**src/rtl/mdu_pkg.sv**
```systemverilog
// Shared constants and types for the multi-cycle multiply/divide unit.
// Divider presence is selected by the MDU_DIV_EN macro in the top and sub-module.
package mdu_pkg;

  localparam int WIDTH = 16;

  localparam logic [1:0] OP_MULLO = 2'b00;
  localparam logic [1:0] OP_MULHI = 2'b01;
  localparam logic [1:0] OP_DIVQ  = 2'b10;
  localparam logic [1:0] OP_DIVR  = 2'b11;

  localparam logic [WIDTH-1:0] DIV0_QUOT = 16'hFFFF;

  typedef enum logic [1:0] {
    IDLE = 2'd0,
    RUN  = 2'd1,
    DONE = 2'd2
  } state_t;

  function automatic logic isDivOp(input logic [1:0] op);
    return op[1];
  endfunction

endpackage

```
**src/rtl/mul_div_unit_if.sv**
```systemverilog
// Request/result bundle between the register-file read ports and the multiply/divide unit.
// The master issues operands and receives the write-back result.
interface mul_div_unit_if;
  import mdu_pkg::*;

  logic             start;
  logic [1:0]       op;
  logic [WIDTH-1:0] rs_data;
  logic [WIDTH-1:0] rt_data;
  logic [3:0]       rd_in;
  logic             busy;
  logic             done;
  logic             wr;
  logic [WIDTH-1:0] result;
  logic [3:0]       rd_out;
  logic             err;

  modport master (
    output start, op, rs_data, rt_data, rd_in,
    input  busy, done, wr, result, rd_out, err
  );

  modport slave (
    input  start, op, rs_data, rt_data, rd_in,
    output busy, done, wr, result, rd_out, err
  );

endinterface

```
**src/rtl/mdu_divstep.sv**
```systemverilog
// One combinational restoring-division step: shift in the next dividend bit, trial-subtract.
// Only instantiated when MDU_DIV_EN is defined.
module mdu_divstep
  import mdu_pkg::*;
(
  input  logic [WIDTH:0]   i_rem,
  input  logic             i_bit,
  input  logic [WIDTH-1:0] i_divisor,
  output logic [WIDTH:0]   o_rem,
  output logic             o_qbit
);

  logic [WIDTH+1:0] w_shifted;
  logic [WIDTH+1:0] w_diff;

  // A set top bit of the difference means the trial subtraction went negative.
  assign w_shifted = {i_rem, i_bit};
  assign w_diff    = w_shifted - {2'b00, i_divisor};
  assign o_qbit    = ~w_diff[WIDTH+1];
  assign o_rem     = o_qbit ? w_diff[WIDTH:0] : w_shifted[WIDTH:0];

endmodule

```
**src/rtl/mul_div_unit.sv**
```systemverilog
// Bit-serial unsigned multiply/divide unit feeding register-file write-back.
// Define MDU_DIV_EN to build the restoring divider; otherwise divide ops report err.
module mul_div_unit
  import mdu_pkg::*;
(
  input  logic          clk,
  input  logic          rst,
  mul_div_unit_if.slave bus
);

  state_t           r_state;
  state_t           w_nextState;
  logic             r_hiSel;
  logic [WIDTH:0]   r_acc;
  logic [WIDTH-1:0] r_low;
  logic [WIDTH-1:0] r_addend;
  logic [WIDTH-1:0] r_result;
  logic [3:0]       r_count;
  logic [3:0]       r_rdPend;
  logic [3:0]       r_rdOut;
  logic             r_err;

  logic             w_accept;
  logic             w_lastIter;
  logic             w_shortPath;
  logic [WIDTH-1:0] w_shortResult;
  logic [WIDTH:0]   w_mulSum;
  logic [WIDTH:0]   w_mulSel;
  logic [WIDTH:0]   w_nextAcc;
  logic [WIDTH-1:0] w_nextLow;

  assign w_accept   = ((r_state == IDLE) || (r_state == DONE)) && bus.start;
  assign w_lastIter = (r_state == RUN) && (r_count == 4'd0);

`ifdef MDU_DIV_EN
  logic             r_isDiv;
  logic [WIDTH:0]   w_divRem;
  logic             w_divQbit;

  mdu_divstep u_divstep (
    .i_rem     (r_acc),
    .i_bit     (r_low[WIDTH-1]),
    .i_divisor (r_addend),
    .o_rem     (w_divRem),
    .o_qbit    (w_divQbit)
  );

  assign w_shortPath   = isDivOp(bus.op) && (bus.rt_data == '0);
  assign w_shortResult = (bus.op == OP_DIVQ) ? DIV0_QUOT : bus.rs_data;
`else
  assign w_shortPath   = isDivOp(bus.op);
  assign w_shortResult = '0;
`endif

  always_ff @(posedge clk or posedge rst) begin
    if (rst) r_state <= IDLE;
    else     r_state <= w_nextState;
  end

  always_comb begin
    w_nextState = r_state;
    case (r_state)
      IDLE, DONE: begin
        if (bus.start) w_nextState = w_shortPath ? DONE : RUN;
        else           w_nextState = IDLE;
      end
      RUN:     if (r_count == 4'd0) w_nextState = DONE;
      default: w_nextState = IDLE;
    endcase
  end

  // r_acc/r_low hold {product high, multiplier} for multiply and {remainder, dividend->quotient} for divide.
  always_comb begin
    w_mulSum  = r_acc + {1'b0, r_addend};
    w_mulSel  = r_low[0] ? w_mulSum : r_acc;
    w_nextAcc = {1'b0, w_mulSel[WIDTH:1]};
    w_nextLow = {w_mulSel[0], r_low[WIDTH-1:1]};
`ifdef MDU_DIV_EN
    if (r_isDiv) begin
      w_nextAcc = w_divRem;
      w_nextLow = {r_low[WIDTH-2:0], w_divQbit};
    end
`endif
  end

  always_ff @(posedge clk or posedge rst) begin
    if (rst) begin
      r_hiSel  <= 1'b0;
      r_acc    <= '0;
      r_low    <= '0;
      r_addend <= '0;
      r_result <= '0;
      r_count  <= '0;
      r_rdPend <= '0;
      r_rdOut  <= '0;
      r_err    <= 1'b0;
`ifdef MDU_DIV_EN
      r_isDiv  <= 1'b0;
`endif
    end else if (w_accept) begin
      r_hiSel  <= bus.op[0];
      r_acc    <= '0;
      r_count  <= 4'(WIDTH - 1);
      r_rdPend <= bus.rd_in;
`ifdef MDU_DIV_EN
      r_isDiv  <= isDivOp(bus.op);
`endif
      if (isDivOp(bus.op)) begin
        r_addend <= bus.rt_data;
        r_low    <= bus.rs_data;
      end else begin
        r_addend <= bus.rs_data;
        r_low    <= bus.rt_data;
      end
      if (w_shortPath) begin
        r_result <= w_shortResult;
        r_err    <= 1'b1;
        r_rdOut  <= bus.rd_in;
      end
    end else if (r_state == RUN) begin
      r_acc   <= w_nextAcc;
      r_low   <= w_nextLow;
      r_count <= r_count - 4'd1;
      if (w_lastIter) begin
        r_result <= r_hiSel ? w_nextAcc[WIDTH-1:0] : w_nextLow;
        r_err    <= 1'b0;
        r_rdOut  <= r_rdPend;
      end
    end
  end

  assign bus.busy   = (r_state == RUN);
  assign bus.done   = (r_state == DONE);
  assign bus.wr     = (r_state == DONE);
  assign bus.err    = (r_state == DONE) && r_err;
  assign bus.result = r_result;
  assign bus.rd_out = r_rdOut;

endmodule

```
**src/flat_wrapper.sv**
```systemverilog
// flat-port wrapper written by rule: the top's interface ports become plain ports
module mul_div_unit_flat import mdu_pkg::*;
  (clk, rst, bus_start, bus_op, bus_rs_data, bus_rt_data, bus_rd_in, bus_busy, bus_done, bus_wr, bus_result, bus_rd_out, bus_err);
  mul_div_unit_if bus_i ();
  input  logic clk;
  input  logic rst;
  input wire logic [$bits(bus_i.start)-1:0] bus_start;
  input wire logic [$bits(bus_i.op)-1:0] bus_op;
  input wire logic [$bits(bus_i.rs_data)-1:0] bus_rs_data;
  input wire logic [$bits(bus_i.rt_data)-1:0] bus_rt_data;
  input wire logic [$bits(bus_i.rd_in)-1:0] bus_rd_in;
  output wire logic [$bits(bus_i.busy)-1:0] bus_busy;
  output wire logic [$bits(bus_i.done)-1:0] bus_done;
  output wire logic [$bits(bus_i.wr)-1:0] bus_wr;
  output wire logic [$bits(bus_i.result)-1:0] bus_result;
  output wire logic [$bits(bus_i.rd_out)-1:0] bus_rd_out;
  output wire logic [$bits(bus_i.err)-1:0] bus_err;
  assign bus_i.start = bus_start;
  assign bus_i.op = bus_op;
  assign bus_i.rs_data = bus_rs_data;
  assign bus_i.rt_data = bus_rt_data;
  assign bus_i.rd_in = bus_rd_in;
  assign bus_busy = bus_i.busy;
  assign bus_done = bus_i.done;
  assign bus_wr = bus_i.wr;
  assign bus_result = bus_i.result;
  assign bus_rd_out = bus_i.rd_out;
  assign bus_err = bus_i.err;
  mul_div_unit u_core (.clk(clk), .rst(rst), .bus(bus_i));
endmodule
```
**config.mk**
```make
export PLATFORM = sky130hd
export DESIGN_NAME = mul_div_unit_flat
export DESIGN_NICKNAME = d
export VERILOG_FILES = /design/src/rtl/mdu_pkg.sv /design/src/rtl/mul_div_unit_if.sv /design/src/rtl/mdu_divstep.sv /design/src/rtl/mul_div_unit.sv /design/src/flat_wrapper.sv
export SDC_FILE = /design/constraint.sdc
export NUM_CORES = 1
export LEC_CHECK = 0
export BUFFER_PORTS_ARGS = -buffer_cell sky130_fd_sc_hd__buf_2
export CAP_MARGIN = 20
export CORE_MARGIN = 1
export CORE_UTILIZATION = 58
export CTS_CLUSTER_DIAMETER = 60
export DETAILED_ROUTE_END_ITERATION = 10
export PLACE_DENSITY_LB_ADDON = 0.25
export RECOVER_POWER = 25
export SLEW_MARGIN = 10
export SYNTH_ARGS = -nofsm -noshare
export SYNTH_HDL_FRONTEND = slang
export SYNTH_HIERARCHICAL = 1
export SYNTH_SLANG_ARGS = --single-unit
```
**constraint.sdc**
```tcl
create_clock -name clk -period 2.95 [get_ports clk]
set_input_delay 0 -clock clk [delete_from_list [all_inputs] [get_ports clk]]
set_output_delay 0 -clock clk [all_outputs]
set_load 0.005 [all_outputs]
```
==> metrics.txt <==
outcome finished with violations; failing checks max-capacitance violations, max-slew violations; clk_skew 0.0129 ns; Placement Rows 32; clock power share 0.163; compound-gate portion of the synthesized area 0.204; vias per cell 6.13; routed len/inst 18.6 um; combinational fraction of design power 0.486; CP delay by family, top compound AO/OA/AOI/OAI gates; most frequent cells in the layout 89 x nand2_1, 80 x dfrtp_1, 64 x buf_2; critical path startpoint category flip-flop; grt total ovfl 0; routed via count 4434; PortBufs 64; async set-reset flop share out of synthesis 1.00; total of max-cap violations 1; hold path startpoint bus_rs_data[13]; Final Wtd Congestion 0.979; sequential element share of the synthesized area 0.430; cts bufs inserted 9; CP Buf/Inv Count 1; ANT cells 0; first-pass GRT wire length 22300 um; XOR/XNOR Fraction of Synth Area 0.0150; syn avg cell area 8.91 um2; power per standard cell area 998 mW/mm2; WL final 13400 um; Tot Pwr 5.68 mW; worst-path maximum fanout 6; leakage 2.66 nW; Crit-path slowest cell fa_1; pre-CTS setup slack 0.282 ns; Pre-antenna DRT Iters 4; H-Tree Level Count 3; hold path endpoint u_core/r_low[13]; die area 0.00840 mm2; design area 0.00569 mm2; Netlist cell types 55; CP peak stage delay 0.41 ns; Layout area overhead 22.2%; 1st-iter DRT viols 373; ANT nets after route 0; Final Setup Violations 0; Starting Density 0.600; sequential share of power 0.351; EDFF count, synth 0; Slew HR -0.204; R2R setup slack 0.36 ns; CP Cell Sequence ha_1 > inv_1 > fa_1 > nor2b_1 > o211ai_1 > a31oi_2 > a21oi_1 > or3_1 > a31oi_1; largest net degree at the start of global routing 48; crit path DAT 2.87 ns; CP endpoint kind flip-flop; largest area contributor in the netlist dfrtp_1; largest family of logic cells by synthesized area compound AO/OA/AOI/OAI gates; R2R depth 9; post-synthesis instance area 0.00466 mm2; clock-pin slew on the worst setup and hold paths 0.09 ns; Worst EP required 3.23 ns; syn_nets 582; fin crit period 2.59 ns; Final WS setup 0.365 ns; Setup CP Type reg -> reg; CTS tree built; FF-to-FF End u_core/bus.result[15]; # nets final 675; Hold Path Depth 3; Residual DRC 0; commonest non-fill, non-tap cell in the layout nand2_1; Post-DP Area 0.00507 mm2; Worst-Skew Late Latency 0.36 ns; Int Pwr 3.13 mW; Sw Ratio 0.449; core area 0.00777 mm2; Sw Pwr 2.55 mW; CTS Sinks 80; Die Span Y 91.6 um; hpwl dp 9210 um; type of the worst min-delay path in -> reg; Synth Register Bits 80; io pins 65; max-slew violations 34; Synth Instances 523; yosys warns 6; Worst-Margin Slew 1.81 ns; antenna violations before repair 0; share of layout cells above drive strength 1 0.169; RSZ-0062 raised after global routing false; multiplexer share of the synthesized area 0.0698; maximum VDD drop 0.439 mV; simple-gate share of the synthesized area 0.189; setup bufs post-CTS 0; Final Hold Vio Count 0; Synth Area in Adders 0.0499; top cells by area, synth dfrtp_1 43%, nand2_1 7.2%, mux2i_1 6.0%, o21ai_0 4.9%, ha_1 4.6%; f_max 387 MHz; Root Driver clkbuf_8; top-area cell type share of the netlist area 0.430; FF-to-FF Start u_core/r_acc[0]; Die Width 91.6 um; post-layout util 0.733; vias in the first global route 4416; setup_tns 0 ns; Fill cells 600; Tcrit/Tclk final 0.876; CTS max path bufs 2; Tot GR Track Use 0.346; Synth Flop Type dfrtp_1
[sequential cells by signal, indices dropped and copies added (netlist names)]
name / cells
u_core/r_count: 4
u_core/bus.rd_out: 4
u_core/r_state: 2
u_core/r_addend: 16
u_core/bus.result: 16
u_core/r_acc: 16
u_core/r_hiSel: 1
u_core/r_rdPend: 4
u_core/r_low: 16
u_core/r_err: 1
[metal layers]
metal,up-vias,share of wire,track usage
met5,-,0,0
met1,2118,0.42,0.479
met2,216,0.47,0.543
li1,2064,-,-
met3,36,0.071,0.0448
met4,0,0.036,0.163
[cells by family (layout without fill, tap and decap cells)]
logic type / Yosys count / count (layout)
flip-flops: 80 / 80
buffers and inverters: 51 / 149
AO/OA/AOI/OAI: 152 / 152
XOR/XNOR: 8 / 8
AND/OR/NAND/NOR: 182 / 182
multiplexers: 32 / 32
adder cells (fa/ha/maj): 18 / 18
[cells in the mapped netlist, drive strengths merged (4+ instances only)]
cell    instances
nand3          12
nand2          89
o22ai           4
xor2            5
ha             17
dfrtp          80
clkbuf         27
buf             7
o211ai          4
nand2b          4
inv            17
mux2            4
a31oi          25
mux2i          28
a21oi          29
nor2b          23
nor3b          11
nor2           17
a211oi         18
nor3            8
o21ai          49
[worst register-to-register path: cells and delay by family, from the launching register on]
kind	cells	cell delay, ns
buffers and inverters	1	0.06
and+or+nand+nor	2	0.57
DFF	1	0.40
adders and majority gates	2	0.61
AOI/OAI and AO/OA	4	0.87
[worst max path at each step]
stage                    start                    end  slack [ns]  cells past startpoint
2_1_floorplan  u_core/r_acc[7]       u_core/r_acc[14]        0.58                      7
3_3_place_gp   u_core/r_acc[0]  u_core/bus.result[15]        0.40                      9
3_5_place_dp   u_core/r_acc[0]  u_core/bus.result[15]        0.28                      9
4_1_cts        u_core/r_acc[0]  u_core/bus.result[15]        0.26                      9
5_1_grt        u_core/r_acc[0]   u_core/bus.result[9]        0.17                      9
6_report       u_core/r_acc[0]  u_core/bus.result[15]        0.36                      9
[power groups by stage]
| stage | clock network [mW] | registers [mW] | logic, mW |
|---|---|---|---|
| 2_1_floorplan | 0 | 1.75 | 2.11 |
| 3_3_place_gp | 0 | 1.97 | 2.57 |
| 3_5_place_dp | 0 | 1.99 | 2.65 |
| 4_1_cts | 0.930 | 1.97 | 2.71 |
| 5_1_grt | 0.984 | 2.04 | 3.08 |
| 6_report | 0.925 | 2.00 | 2.76 |
[metrics by stage]
step                hold slack, ns  cells
floorplan                    0.105    523
global placement             0.113    667
detailed placement           0.122    667
CTS                        0.00164    723
global route                0.0421    723
finish                      0.0132    723
[layout make-up]
type	count	area, um2	area share
clock buffer	9	124	0.0218
timing repair buffer	116	805	0.141
multi-input combinational	392	2470	0.434
tap	102	128	0.0224
clock inverter	7	100	0.0176
inverter	17	65.1	0.0114
sequential	80	2000	0.352
[repair_timing]
item,CTS,global route
hold endpoints to repair,117,0
hold buffers,40,0
resized for setup,0,1
setup endpoints to repair,0,1
Note: power is estimated with default switching activity, not from simulation.
